==> src/rtl/demux_router_pkg.sv <==
// Shared sizing helpers and constants for the parametrised demux router.
package demux_router_pkg;

    localparam int DROP_CNT_W         = 16;
    localparam int DEFAULT_FIFO_DEPTH = 4;

    // Width of a channel index; never narrower than one bit.
    function automatic int src_w(input int num_out);
        return (num_out > 1) ? $clog2(num_out) : 1;
    endfunction

    function automatic int ptr_w(input int depth);
        return (depth > 1) ? $clog2(depth) : 1;
    endfunction

    // A level must hold the value FIFO_DEPTH itself, hence one extra bit.
    function automatic int lvl_w(input int depth);
        return ptr_w(depth) + 1;
    endfunction

    typedef logic [lvl_w(DEFAULT_FIFO_DEPTH)-1:0] level_t;

endpackage

==> src/rtl/param_demux_router_if.sv <==
// Handshake bundle between the packet source, the router and the per-channel consumers.
interface param_demux_router_if
    import demux_router_pkg::*;
#(
    parameter int DATA_W     = 8,
    parameter int NUM_OUT    = 4,
    parameter int FIFO_DEPTH = 4
);
    localparam int SRC_W = src_w(NUM_OUT);
    localparam int LVL_W = lvl_w(FIFO_DEPTH);

    logic                      in_valid;
    logic                      in_ready;
    logic [DATA_W-1:0]         in_data;
    logic [SRC_W-1:0]          in_src;
    logic [NUM_OUT-1:0]        out_valid;
    logic [NUM_OUT-1:0]        out_ready;
    logic [NUM_OUT*DATA_W-1:0] out_data;
    logic [NUM_OUT*LVL_W-1:0]  out_level;

    modport master (
        output in_valid, in_data, in_src, out_ready,
        input  in_ready, out_valid, out_data, out_level
    );

    modport slave (
        input  in_valid, in_data, in_src, out_ready,
        output in_ready, out_valid, out_data, out_level
    );
endinterface

==> src/rtl/demux_router_fifo.sv <==
// Per-channel synchronous FIFO; head is visible combinationally and reads as 0 when empty.
module demux_router_fifo
    import demux_router_pkg::*;
#(
    parameter int DATA_W     = 8,
    parameter int FIFO_DEPTH = 4
) (
    input  logic                           clk,
    input  logic                           reset,
    input  logic                           push,
    input  logic [DATA_W-1:0]              push_data,
    output logic                           full,
    input  logic                           pop,
    output logic [DATA_W-1:0]              head_data,
    output logic                           empty,
    output logic [lvl_w(FIFO_DEPTH)-1:0]   level
);
    localparam int PTR_W = ptr_w(FIFO_DEPTH);
    localparam int LVL_W = lvl_w(FIFO_DEPTH);
    localparam logic [LVL_W-1:0] LVL_FULL = LVL_W'(FIFO_DEPTH);
    localparam logic [LVL_W-1:0] LVL_ONE  = LVL_W'(1);
    localparam logic [PTR_W-1:0] PTR_ONE  = PTR_W'(1);

    logic [DATA_W-1:0] mem_q [FIFO_DEPTH];
    logic [PTR_W-1:0]  wr_ptr_q, wr_ptr_d;
    logic [PTR_W-1:0]  rd_ptr_q, rd_ptr_d;
    logic [LVL_W-1:0]  level_q, level_d;
    logic              do_push, do_pop;

    assign full    = (level_q == LVL_FULL);
    assign empty   = (level_q == '0);
    assign do_push = push && !full;
    assign do_pop  = pop && !empty;
    assign level   = level_q;
    assign head_data = empty ? '0 : mem_q[rd_ptr_q];

    always_comb begin
        wr_ptr_d = wr_ptr_q;
        rd_ptr_d = rd_ptr_q;
        level_d  = level_q;
        if (do_push) wr_ptr_d = wr_ptr_q + PTR_ONE;
        if (do_pop)  rd_ptr_d = rd_ptr_q + PTR_ONE;
        case ({do_push, do_pop})
            2'b10:   level_d = level_q + LVL_ONE;
            2'b01:   level_d = level_q - LVL_ONE;
            default: level_d = level_q;
        endcase
    end

    always_ff @(posedge clk) begin
        if (reset) begin
            wr_ptr_q <= '0;
            rd_ptr_q <= '0;
            level_q  <= '0;
        end else begin
            wr_ptr_q <= wr_ptr_d;
            rd_ptr_q <= rd_ptr_d;
            level_q  <= level_d;
        end
    end

    // Storage needs no reset: stale entries are never visible because head is masked by empty.
    always_ff @(posedge clk) begin
        if (do_push && !reset) mem_q[wr_ptr_q] <= push_data;
    end

endmodule

==> src/rtl/param_demux_router.sv <==
// Routes one input stream to NUM_OUT buffered channels selected per beat by in_src.
// Optional DEMUX_ROUTER_DROP_EN: never backpressure; discard beats that cannot be stored and count them.
module param_demux_router
    import demux_router_pkg::*;
#(
    parameter int DATA_W     = 8,
    parameter int NUM_OUT    = 4,
    parameter int FIFO_DEPTH = 4
) (
    input  logic                  clk,
    input  logic                  reset,
    param_demux_router_if.slave   bus
`ifdef DEMUX_ROUTER_DROP_EN
    ,
    output logic [DROP_CNT_W-1:0] drop_cnt
`endif
);
    localparam int SRC_W = src_w(NUM_OUT);
    localparam int LVL_W = lvl_w(FIFO_DEPTH);
    localparam logic [SRC_W:0] NUM_OUT_L = (SRC_W+1)'(NUM_OUT);

    logic [NUM_OUT-1:0]       full_w, empty_w, push_w, pop_w, valid_w;
    logic [(1<<SRC_W)-1:0]    full_pad;
    logic [SRC_W:0]           src_ext;
    logic                     src_ok, sel_full, accept_w;

    // Out-of-range indices look like permanently full channels.
    always_comb begin
        full_pad                = '1;
        full_pad[NUM_OUT-1:0]   = full_w;
    end

    assign src_ext  = {1'b0, bus.in_src};
    assign src_ok   = (src_ext < NUM_OUT_L);
    assign sel_full = full_pad[bus.in_src];
    assign accept_w = bus.in_valid && !reset && src_ok && !sel_full;

`ifdef DEMUX_ROUTER_DROP_EN
    logic                  drop_w;
    logic [DROP_CNT_W-1:0] drop_cnt_q;

    assign bus.in_ready = !reset;
    assign drop_w       = bus.in_valid && !reset && !(src_ok && !sel_full);
    assign drop_cnt     = drop_cnt_q;

    always_ff @(posedge clk) begin
        if (reset) begin
            drop_cnt_q <= '0;
        end else if (drop_w && (drop_cnt_q != '1)) begin
            drop_cnt_q <= drop_cnt_q + DROP_CNT_W'(1);
        end
    end
`else
    // Ready ignores a same-cycle pop on a full channel to keep this path short.
    assign bus.in_ready = !reset && src_ok && !sel_full;
`endif

    generate
        for (genvar gi = 0; gi < NUM_OUT; gi++) begin : g_chan
            logic [DATA_W-1:0] head_w;
            logic [LVL_W-1:0]  level_w;

            assign push_w[gi]  = accept_w && (src_ext == (SRC_W+1)'(gi));
            assign valid_w[gi] = !reset && !empty_w[gi];
            assign pop_w[gi]   = valid_w[gi] && bus.out_ready[gi];

            demux_router_fifo #(
                .DATA_W     (DATA_W),
                .FIFO_DEPTH (FIFO_DEPTH)
            ) u_fifo (
                .clk       (clk),
                .reset     (reset),
                .push      (push_w[gi]),
                .push_data (bus.in_data),
                .full      (full_w[gi]),
                .pop       (pop_w[gi]),
                .head_data (head_w),
                .empty     (empty_w[gi]),
                .level     (level_w)
            );

            assign bus.out_data[gi*DATA_W +: DATA_W] = reset ? '0 : head_w;
            assign bus.out_level[gi*LVL_W +: LVL_W]  = reset ? '0 : level_w;
        end
    endgenerate

    assign bus.out_valid = valid_w;

endmodule

==> src/flat_wrapper.sv <==
// flat-port wrapper written by rule: the top's interface ports become plain ports
module param_demux_router_flat import demux_router_pkg::*;
#(
    parameter int DATA_W     = 8,
    parameter int NUM_OUT    = 4,
    parameter int FIFO_DEPTH = 4
)
  (clk, reset, bus_in_valid, bus_in_data, bus_in_src, bus_out_ready, bus_in_ready, bus_out_valid, bus_out_data, bus_out_level);
  param_demux_router_if #(.DATA_W(DATA_W), .NUM_OUT(NUM_OUT), .FIFO_DEPTH(FIFO_DEPTH)) bus_i ();
  input  logic clk;
  input  logic reset;
  input wire logic [$bits(bus_i.in_valid)-1:0] bus_in_valid;
  input wire logic [$bits(bus_i.in_data)-1:0] bus_in_data;
  input wire logic [$bits(bus_i.in_src)-1:0] bus_in_src;
  input wire logic [$bits(bus_i.out_ready)-1:0] bus_out_ready;
  output wire logic [$bits(bus_i.in_ready)-1:0] bus_in_ready;
  output wire logic [$bits(bus_i.out_valid)-1:0] bus_out_valid;
  output wire logic [$bits(bus_i.out_data)-1:0] bus_out_data;
  output wire logic [$bits(bus_i.out_level)-1:0] bus_out_level;
  assign bus_i.in_valid = bus_in_valid;
  assign bus_i.in_data = bus_in_data;
  assign bus_i.in_src = bus_in_src;
  assign bus_i.out_ready = bus_out_ready;
  assign bus_in_ready = bus_i.in_ready;
  assign bus_out_valid = bus_i.out_valid;
  assign bus_out_data = bus_i.out_data;
  assign bus_out_level = bus_i.out_level;
  param_demux_router #(.DATA_W(DATA_W), .NUM_OUT(NUM_OUT), .FIFO_DEPTH(FIFO_DEPTH)) u_core (.clk(clk), .reset(reset), .bus(bus_i));
endmodule
==> config.mk <==
export PLATFORM = sky130hd
export DESIGN_NAME = param_demux_router_flat
export DESIGN_NICKNAME = d
export VERILOG_FILES = /design/src/rtl/demux_router_pkg.sv /design/src/rtl/param_demux_router_if.sv /design/src/rtl/demux_router_fifo.sv /design/src/rtl/param_demux_router.sv /design/src/flat_wrapper.sv
export SDC_FILE = /design/constraint.sdc
export NUM_CORES = 1
export LEC_CHECK = 0
export ABC_AREA = 0
export CAP_MARGIN = 20
export CORE_MARGIN = 5
export CORE_UTILIZATION = 52
export CTS_CLUSTER_DIAMETER = 30
export CTS_CLUSTER_SIZE = 24
export DETAILED_ROUTE_END_ITERATION = 7
export HOLD_SLACK_MARGIN = 0.02
export MAX_ROUTING_LAYER = met4
export PLACE_DENSITY = 0.85
export SYNTH_ARGS = -nofsm -noshare
export SYNTH_HDL_FRONTEND = slang
export SYNTH_HIERARCHICAL = 1
export SYNTH_SLANG_ARGS = --single-unit
export TNS_END_PERCENT = 5
==> constraint.sdc <==
create_clock -name clk -period 2.2 [get_ports clk]
set_input_delay 0.22 -clock clk [delete_from_list [all_inputs] [get_ports clk]]
set_output_delay 0.22 -clock clk [all_outputs]
set_load 0.03 [all_outputs]
==> key figures, run 1 <==
Cells and area
  – Antenna fix cells: 0
  – Total area of sequential cells: 0.004604 sq mm
  – Share of layout cells above drive strength 1: 0.3230
  – Final nets: 641
  – Multi-input gate area: 0.002572 sq mm
  – Fillcell total: 921
  – Area growth from synthesis to layout: 26.13%
  – Design area: 0.009175 sq mm

Setup path
  – Arr. time, crit path: between 2000 and 3000 ps
  – Worst path required time: 2540 ps
  – Crit path launch type: register
  – FF-to-FF path depth: 9
  – Setup crit end kind: register
  – Max FO, Critical Path: 6
  – Critical path type: reg -> reg

CTS
  – Clock transition at path regs: 60 ps
  – Max H-tree Level: 4
  – Worst skew pair latency: between 400 and 500 ps
  – CTS Buf Count: 17
  – TritonCTS clock tree: built
  – Hold_buf cts: 0
  – Clock root buffer: clkbuf_16
  – Clock sink total: 164
  – Clock Tree Buf Depth: 2

Power and ir drop
  – LEAKAGE: 3.078 nW
  – Total power: 6.368 mW
  – PD cells: 694.1 mW/mm^2
  – Max VDD drop: 558.7 uV

Timing
  – Max Slew Vio Count: 0
  – Tcrit/Tclk final: 1.023
  – Unrepaired setup endpoints after global routing: yes
  – Final worst slack: -49.73 ps
  – Final setup violation count: 6
  – Final Hold Viols: 0
  – Upper clock frequency limit: 0.4445 GHz
  – Clk_skew: between 10 and 15 ps
  – Tightest Pin Transition: 705.0 ps
  – Min cycle time layout: 2250 ps
  – Slew margin rel.: 0.5285

Yosys
  – Async S/R FF share, synth: 0
  – Prevailing post-synth register cell: edfxtp_1
  – Ranking of synthesized cells by area: edfxtp_1 (53%), mux4_2 (10%), dfxtp_1 (9.9%)
  – Synthesized Nets: 526
  – EDFF count, synth: around 130
  – Post-Syn Instances: slightly below 500
  – Post-Syn Area: 0.007274 sq mm
  – Post-synth cell types: 29
  – Yosys warns: 6
  – Synth area leader: edfxtp_1
  – Syn_area_per_cell: 15.00 sq um
  – Synthesized flop and latch total: 164
  – Synth top area share: 0.5284
  – Sequential area share after synthesis: 0.6275

Detailed routing
  – DR pass1 iterations: 4
  – Met3 wire len: 1107 um
  – WL/cell: ~19 um
  – WL met2: 7983 um
  – Wirelength, routed: roughly 15000 um
  – Uppermost routed layer: met4
  – DRT antenna net count: 0
  – # DRC: 0
  – Via density: 5.377
  – Wl on met1: between 5000 and 6000 um
  – Iter 0 DRT Violations: around 380
  – Vias: ~4300

Run
  – MaxCap Viol Count: 0

Floorplan
  – FP Rows: 43
  – Initial Util: 0.5282
  – Core Region: 0.01377 sq mm
  – Die Height: 128.3 um
  – Top Ports: 66
  – Die area: 0.01645 sq mm
  – Die X: 128.3 um

Global route
  – Initial antenna violation count: 0
  – Grt ovf: 0
  – Global-route wire length before repair: between 20000 and 25000 um
  – Total global-route track usage: 0.1973
  – Vias in the first global route: 4618
  – Largest net degree at the start of global routing: 54

Min path
  – HP Class: in -> reg
  – Hold path depth: 3

Outcome
  – Status: finished, violations left
  – Failing checks: setup timing

Placement
  – HPWL after detailed placement: 9703 um
  – GP Congestion: 0.7686
  – Input/output buffers: 65
  – Setup WS pre-CTS: -267.4 ps
  – Placed cell area: 0.008551 sq mm
flip-flops by register name (all words and copies together) (netlist names), named ones only:
signal / cells
u_core/g_chan.u_fifo/mem_q: 128
u_core/g_chan.u_fifo/rd_ptr_q: 8
u_core/g_chan.u_fifo/level: 12
u_core/g_chan.u_fifo/wr_ptr_q: 8
layer usage:
layer,up-vias,GRT usage
met1,2128,0.2210
met5,-,-
met3,18,0.04542
li1,1977,-
met4,0,0.07428
met2,141,0.3435
layout make-up:
cell class,count,area share
well taps,180,0.02455
repair buffers,121,0.1230
multi-input cells,268,0.2804
clock inverters,8,0.009546
flip-flops and latches,164,0.5018
clock buffers,24,0.04923
inverters,28,0.01146
layout by cell type, fill, tap and decap left out, drive strengths merged, types with 16 or more instances in the layout:
master / count
clkdlybuf4s15: 26
edfxtp: 128
ha: 20
nor2b: 76
mux4: 33
nor3b: 22
inv: 28
clkdlybuf4s50: 31
nor2: 25
a21oi: 16
clkbuf: 25
dfxtp: 36
buf: 63
cell usage after synthesis, types with 4 or more instances:
cell      instances
mux2i_1           4
nor2b_4           8
ha_1             20
or3_1            12
o21ai_1           4
nand2_1           4
fa_1              4
a21oi_1          16
nor3_1            6
o31ai_1           4
inv_1            28
nor2_1           25
nor2b_1          68
and2_1            4
clkbuf_2          4
nand2b_1         12
o21ai_0           8
buf_6             4
nor3b_1          17
edfxtp_1        128
mux4_2           33
nor3b_2           5
xor2_1           12
clkbuf_1          8
dfxtp_1          36
buf_4             8
critical path, cell delays in order, from the launching register on:
cell	delay (ps)
dfxtp_4	390
nor3b_4	290
nor3_1	130
nand2b_1	130
ha_2	190
inv_1	60
fa_2	340
xor2_1	150
or3_1	320
a21oi_1	160
where the power goes:
group | leakage, nW | internal (mW) | total (mW) | switching [mW]
clock | 0.265 | 1.65 | 2.74 | 1.08
sequential | 1.45 | 3.34 | 3.35 | 0.0122
combinational | 1.36 | 0.110 | 0.275 | 0.165
total | 3.08 | 5.11 | 6.37 | 1.26
stage by stage:
step | hold WS (ps) | utilization | std cells | setup TNS, ps
floorplan | 318.9 | - | 485 | -149.2
global placement | 473.3 | 0.6208 | 757 | -4513
detailed placement | 487.5 | 0.6208 | 757 | -9208
CTS | 224.0 | 0.6624 | 789 | -1057
global route | 248.9 | 0.6662 | 793 | -2062
finish | 235.5 | 0.6662 | 793 | -103.7
path summary, 6_finish.rpt:
path	from	slack, ps	to
worst max-delay path	u_core/g_chan[0].u_fifo/level[2]$_SDFFE_PP0P_	-50	u_core/g_chan[0].u_fifo/level[2]$_SDFFE_PP0P_
worst min-delay path	reset	240	u_core/g_chan[3].u_fifo/level[0]$_SDFFE_PP0P_
worst max register to register	u_core/g_chan[0].u_fifo/level[2]$_SDFFE_PP0P_	-50	u_core/g_chan[0].u_fifo/level[2]$_SDFFE_PP0P_
worst min register to register	u_core/g_chan[2].u_fifo/rd_ptr_q[1]$_SDFFE_PP0P_	500	u_core/g_chan[2].u_fifo/rd_ptr_q[1]$_SDFFE_PP0P_
kinds of logic after synthesis:
| family | count (synthesis) | synth area share |
|---|---|---|
| AOI/OAI and AO/OA | 32 | 0.02339 |
| and+or+nand+nor | 163 | 0.1452 |
| muxes | 37 | 0.1077 |
| DFF | 164 | 0.6275 |
| buffers and inverters | 53 | 0.03646 |
| adders and majority gates | 24 | 0.04541 |
| xor gates and xnor gates | 12 | 0.01445 |
what timing repair did:
| action | 4_1_cts | 5_1_grt |
|---|---|---|
| resized for setup | 86 | 8 |
| pin swaps | 0 | 1 |
| setup buffers | 0 | 4 |
| endpoints found under the setup margin | 29 | 36 |
No activity file was read; power rests on OpenSTA's default activity.
==> run 2, diff against run 1 <==
--- a/config.mk
+++ b/config.mk
@@ -7,10 +7,10 @@
 export LEC_CHECK = 0
 export ABC_AREA = 0
 export CAP_MARGIN = 20
+export CORE_ASPECT_RATIO = 1.4
 export CORE_MARGIN = 5
 export CORE_UTILIZATION = 52
 export CTS_CLUSTER_DIAMETER = 30
-export CTS_CLUSTER_SIZE = 24
 export DETAILED_ROUTE_END_ITERATION = 7
 export HOLD_SLACK_MARGIN = 0.02
 export MAX_ROUTING_LAYER = met4
==> run 2 against run 1 <==
Effect of this change:
- the run still ends with setup timing left
- sequential share of layout area is 0.48 points lower
- clock power is 9.1% higher
- clock skew hardly changed
- hold slack better by 120 ps
- critical path type is now reg -> out
- highest routed layer unchanged
- die area is 0.20% higher
- via count is 0.40% higher
==> key figures, run 2 (synthesis gave the netlist of run 1 again) <==
Floorplan
  – Initial Util: 0.5253 (-0.002816)
  – FP Rows: 51 (+19%)
  – Die X: 110.0 um (-14%)
  – Die area: 0.01649 sq mm (+0.20%)
  – Core Region: 0.01385 sq mm (+0.54%)
  – Top Ports: 66 (unchanged)
  – Die Height: 149.9 um (+17%)

Timing
  – Tcrit/Tclk final: 1.019 (-0.003136)
  – Clk_skew: 9.954 ps (-0.05601 ps)
  – Tightest Pin Transition: 705.0 ps (+0.03809 ps)
  – Min cycle time layout: 2243 ps (-6.899 ps)
  – Unrepaired setup endpoints after global routing: yes
  – Upper clock frequency limit: 0.4459 GHz (+0.31%)
  – Max Slew Vio Count: 0 (unchanged)
  – Slew margin rel.: 0.5285 (about the same)
  – Final worst slack: -42.83 ps (+6.898 ps)
  – WHS: 360.2 ps (+124.8 ps)
  – Final Hold Viols: 0 (unchanged)
  – Final setup violation count: 12 (+6)

Setup path
  – Crit path cell chain: buf_12, mux4_2, nor2b_1, nor2b_1, clkdlybuf4s15_2
  – Arr. time, crit path: 2020 ps (-570 ps)
  – Crit path launch type: register
  – Setup crit end kind: output pin
  – Most numerous cell on the critical path: nor2b_1
  – Worst path required time: 1980 ps (-560 ps)
  – Crit-path slowest cell: mux4_2
  – Max incr delay on CP: 500 ps (+110 ps)
  – Critical path type: reg -> out
  – Max FO, Critical Path: 8 (+2)

Detailed routing
  – Vias: 4281 (+0.40%)
  – WL/cell: 19.08 um (+1.5%)
  – Met3 wire len: 760 um (-31%)
  – Wl on met1: 5984 um (+6.3%)
  – Iter 0 DRT Violations: 251 (-33%)
  – WL met2: 8182 um (+2.5%)
  – Wirelength, routed: 15230 um (+2.2%)
  – DR pass1 iterations: 4 (unchanged)
  – # DRC: 0 (unchanged)
  – Uppermost routed layer: met4
  – DRT antenna net count: 0 (unchanged)
  – Via density: 5.365 (-0.23%)

Cells and area
  – Commonest non-fill, non-tap cell in the layout: edfxtp_1
  – Largest register FFs: 128 (unchanged)
  – Area growth from synthesis to layout: 27.45%
  – Fin cells: 798 (+0.63%)
  – Final nets: 641 (unchanged)
  – Share of layout cells above drive strength 1: 0.3328 (+0.009788)
  – Most frequent cells in the layout: edfxtp_1 (128), nor2b_1 (68), buf_4 (53)
  – Antenna fix cells: 0 (unchanged)
  – Largest Register: u_core/g_chan.u_fifo/mem_q

Placement
  – Input/output buffers: 65 (unchanged)
  – GP Congestion: 0.7807 (+1.6%)
  – HPWL after detailed placement: 9798 um (+0.98%)
  – Cell count after placement: 766 (+1.2%)

CTS
  – Clock sink total: 164 (unchanged)
  – Clock root buffer: clkbuf_16
  – Hold_buf cts: 0 (unchanged)
  – Clock Tree Buf Depth: 2 (unchanged)
  – TritonCTS clock tree: built
  – Worst skew pair latency: 430 ps (about the same)
  – Max H-tree Level: 4 (unchanged)
  – Clock transition at path regs: 60 ps (about the same)
  – CTS Buf Count: 17 (unchanged)

Outcome
  – Status: finished, violations left
  – Failing checks: setup timing

Global route
  – Grt ovf: 0 (unchanged)
  – Vias in the first global route: 4453 (-3.6%)
  – Global-route wire length before repair: 23830 um (+0.99%)
  – Largest net degree at the start of global routing: 40 (-26%)
  – Initial antenna violation count: 0 (unchanged)
  – Total global-route track usage: 0.2021 (+0.004811)

Power and ir drop
  – PD cells: 714.1 mW/mm^2 (+2.9%)
  – LEAKAGE: 3.094 nW (+0.52%)
  – Max VDD drop: 612.2 uV (+9.6%)
  – Total power: 6.621 mW (+4.0%)

Run
  – MaxCap Viol Count: 0 (unchanged)

Min path
  – HP Class: in -> reg
-- run 2: report_power, final --
part	internal, mW	switching (mW)	leakage (nW)
Sequential	3.34	0.0130	1.45
Clock	1.88	1.11	0.286
Combinational	0.111	0.165	1.36
-- run 2: worst max-delay path: cells and delay by family, from the launching register on --
kind,cells,cell delay [ps]
buffers and inverters,2,450
and+or+nand+nor,2,280
muxes,1,500
DFF,1,360
-- run 2: through the flow --
step             util  TNS, ps  setup slack, ps  cell area, sq um
6_report       0.6696   -232.6           -42.83              9271
5_1_grt        0.6696    -1913           -98.74              9271
4_1_cts        0.6653   -826.1           -66.36              9213
3_5_place_dp   0.6198   -14510           -379.6              8582
3_3_place_gp   0.6198    -9568           -257.6              8582
2_1_floorplan       -   -149.2           -37.30              7425
-- run 2: worst paths after layout --
| kind | startpoint | endpoint | slack (ps) | depth (start not counted) |
|---|---|---|---|---|
| hold / removal | reset | u_core/g_chan[0].u_fifo/wr_ptr_q[0]$_SDFFE_PP0P_ | 360 | 6 |
| hold reg to reg | u_core/g_chan[0].u_fifo/rd_ptr_q[1]$_SDFFE_PP0P_ | register | 500 | 2 |
| setup reg to reg | u_core/g_chan[1].u_fifo/level[0]$_SDFFE_PP0P_ | u_core/g_chan[1].u_fifo/level[2]$_SDFFE_PP0P_ | 20 | 11 |
| setup / recovery | register | bus_out_data[3] | -40 | 5 |
-- run 2: routing by layer --
| layer | up-vias | global-route usage |
|---|---|---|
| met4 | 0 | 0.07735 |
| met5 | - | - |
| li1 | 1981 | - |
| met1 | 2142 | 0.2384 |
| met2 | 135 | 0.3430 |
| met3 | 23 | 0.03496 |
-- run 2: what timing repair did --
item,CTS,global route
buffers inserted,0,0
endpoints found under the hold margin,0,0
pin swaps,0,3
setup endpoints to repair,33,38
resized for setup,102,21
-- run 2: area by class of cell --
type	instances	area, sq um
Tap cell	185	231.5
Multi-Input combinational cell	268	2603
Fill cell	904	4576
Inverter	28	105.1
Sequential cell	164	4608
Clock buffer	20	436.7
Clock inverter	12	161.4
Timing Repair Buffer	121	1126
==> run 3, diff against run 2 <==
--- a/config.mk
+++ b/config.mk
@@ -9,12 +9,12 @@
 export CAP_MARGIN = 20
 export CORE_ASPECT_RATIO = 1.4
 export CORE_MARGIN = 5
-export CORE_UTILIZATION = 52
+export CORE_UTILIZATION = 49
 export CTS_CLUSTER_DIAMETER = 30
 export DETAILED_ROUTE_END_ITERATION = 7
 export HOLD_SLACK_MARGIN = 0.02
 export MAX_ROUTING_LAYER = met4
-export PLACE_DENSITY = 0.85
+export PLACE_DENSITY = 0.81
 export SYNTH_ARGS = -nofsm -noshare
 export SYNTH_HDL_FRONTEND = slang
 export SYNTH_HIERARCHICAL = 1
==> run 3 against run 2 <==
Effect of this change:
- the run still ends with setup timing left
- via count shrank 2.6%
- sequential share of layout area grew 0.11 points
- final cell count grew 0.38%
- die area grew 5.6%
- core utilization shrank 3.3 points
- maximum frequency grew 1.2%
- hold slack gained 39 ps
- non-clock buffer count shrank 1
- critical path depth is the same
- clock skew shrank 0.81 ps
==> key figures, run 3 (synthesis gave the netlist of run 1 again) <==
Outcome
  – Status: finished, violations left
  – Failing checks: setup timing

Cells and area
  – Antenna fix cells: 0 (unchanged)
  – Share of layout cells above drive strength 1: 0.3399 (+0.007080)
  – Commonest non-fill, non-tap cell in the layout: edfxtp_1
  – Largest register FFs: 128 (unchanged)
  – Area growth from synthesis to layout: 27.02%
  – Final core occ: 0.6369 (-0.03270)
  – Most frequent cells in the layout: edfxtp_1 (128), nor2b_1 (68), buf_4 (54)
  – Largest Register: u_core/g_chan.u_fifo/mem_q
  – Final nets: 640 (-0.16%)

Placement
  – GP Congestion: 0.7282 (-6.7%)
  – Setup WS pre-CTS: -306.2 ps (+73.41 ps)
  – HPWL after detailed placement: 9825 um (+0.28%)
  – Input/output buffers: 65 (unchanged)

Timing
  – Min cycle time layout: 2216 ps (-26.43 ps)
  – Final Hold Viols: 0 (unchanged)
  – Max Slew Vio Count: 0 (unchanged)
  – Slew margin rel.: 0.5270 (-0.001543)
  – Tightest Pin Transition: 707.4 ps (+2.306 ps)
  – Unrepaired setup endpoints after global routing: yes
  – Tcrit/Tclk final: 1.007 (-0.01201)
  – Upper clock frequency limit: 0.4512 GHz (+1.2%)
  – Final worst slack: -16.40 ps (+26.43 ps)
  – TNS Setup: -45.71 ps (+186.9 ps)
  – Final setup violation count: 6 (-6)
  – Clk_skew: 9.146 ps (-0.8080 ps)

Min path
  – HP Class: in -> reg

Power and ir drop
  – LEAKAGE: 3.097 nW (about the same)
  – Max VDD drop: 618.1 uV (+0.97%)
  – PD cells: 705.9 mW/mm^2 (-1.2%)

CTS
  – Clock Tree Buf Depth: 2 (unchanged)
  – Hold_buf cts: 0 (unchanged)
  – CTS Buf Count: 17 (unchanged)
  – Clock sink total: 164 (unchanged)
  – Worst skew pair latency: 420 ps (about the same)
  – Clock transition at path regs: 60 ps (about the same)
  – Max H-tree Level: 4 (unchanged)
  – TritonCTS clock tree: built
  – Clock root buffer: clkbuf_16
  – Postcts setup bufs: 0 (unchanged)

Detailed routing
  – Wirelength, routed: 14510 um (-4.7%)
  – DRT antenna net count: 0 (unchanged)
  – WL/cell: 18.12 um (-5.0%)
  – DR pass1 iterations: 4 (unchanged)
  – Iter 0 DRT Violations: 232 (-7.6%)
  – Via density: 5.205 (-3.0%)
  – # DRC: 0 (unchanged)
  – Vias: 4169 (-2.6%)

Setup path
  – Crit-path slowest cell: mux4_2
  – Max FO, Critical Path: 5 (-3)
  – Critical path type: reg -> out
  – Worst path required time: 1980 ps (about the same)
  – Most numerous cell on the critical path: nor2b_1
  – Setup crit end kind: output pin
  – Largest delay share family, worst path: multiplexers
  – Arr. time, crit path: 2000 ps (-20 ps)
  – Max incr delay on CP: 490 ps (about the same)
  – Crit path launch type: register
  – WP buf/inv: 2 (unchanged)
  – Crit path cell chain: buf_4, mux4_2, nor2b_1, nor2b_1, clkdlybuf4s15_2

Floorplan
  – Top Ports: 66 (unchanged)
  – Die area: 0.01742 sq mm (+5.6%)
  – FP Rows: 52 (+2.0%)
  – Initial Util: 0.5014 (-0.02397)
  – Core Region: 0.01451 sq mm (+4.8%)
  – Die Height: 154.2 um (+2.8%)
  – Die X: 113.0 um (+2.7%)

Global route
  – Total global-route track usage: 0.1813 (-0.02080)
  – Global-route wire length before repair: 23180 um (-2.7%)
  – Grt ovf: 0 (unchanged)
  – Initial antenna violation count: 0 (unchanged)
  – Largest net degree at the start of global routing: 35 (-13%)
  – Vias in the first global route: 4442 (-0.25%)

Run
  – MaxCap Viol Count: 0 (unchanged)
run 3: final cells by class:
type,count,area [sq um]
sequential,164,4603
tap,189,236.5
multi-input combinational,268,2597
clock buffer,23,488.0
clock inverter,9,101.3
inverter,28,105.1
timing repair buffer,120,1109
fill,1011,5269
run 3: per-layer routing:
metal,wire [um],vias up,track usage
li1,-,1977,-
met4,142,0,0.07159
met5,0,-,-
met2,8102,95,0.3186
met3,620,12,0.03185
met1,5648,2085,0.2039
run 3: path summary, 6_finish.rpt:
path	start	endpoint	slack, ps	cells past startpoint
worst max-delay path	register	bus_out_data[18]	-20	5
worst min-delay path	reset	u_core/g_chan[1].u_fifo/level[2]$_SDFFE_PP0P_	400	4
worst max register to register	u_core/g_chan[1].u_fifo/level[0]$_SDFFE_PP0P_	u_core/g_chan[1].u_fifo/level[2]$_SDFFE_PP0P_	-10	12
worst min register to register	u_core/g_chan[0].u_fifo/rd_ptr_q[1]$_SDFFE_PP0P_	register	490	2
run 3: power breakdown:
part           internal [mW]  switching, mW
clock network           1.78           1.11
registers               3.34         0.0129
logic                  0.110          0.165
total                   5.23           1.29
run 3: tightest hold or removal path, cell delays in order:
cell,delay [ps]
buf_4,110
buf_4,180
buf_4,220
a21oi_2,40
run 3: repair_timing:
item	4_1_cts	5_1_grt
pin swaps	1	1
gates resized for setup	97	15
setup endpoints to repair	34	39
run 3: through the flow:
stage               instances  power (mW)  area [sq um]  hold WS (ps)
floorplan                 485       3.553          7425         318.9
global placement          769       3.678          8567         472.9
detailed placement        769       3.694          8567         487.7
CTS                       801       6.569          9218         388.6
global route              801       6.718          9240         428.6
finish                    801       6.522          9240         399.6
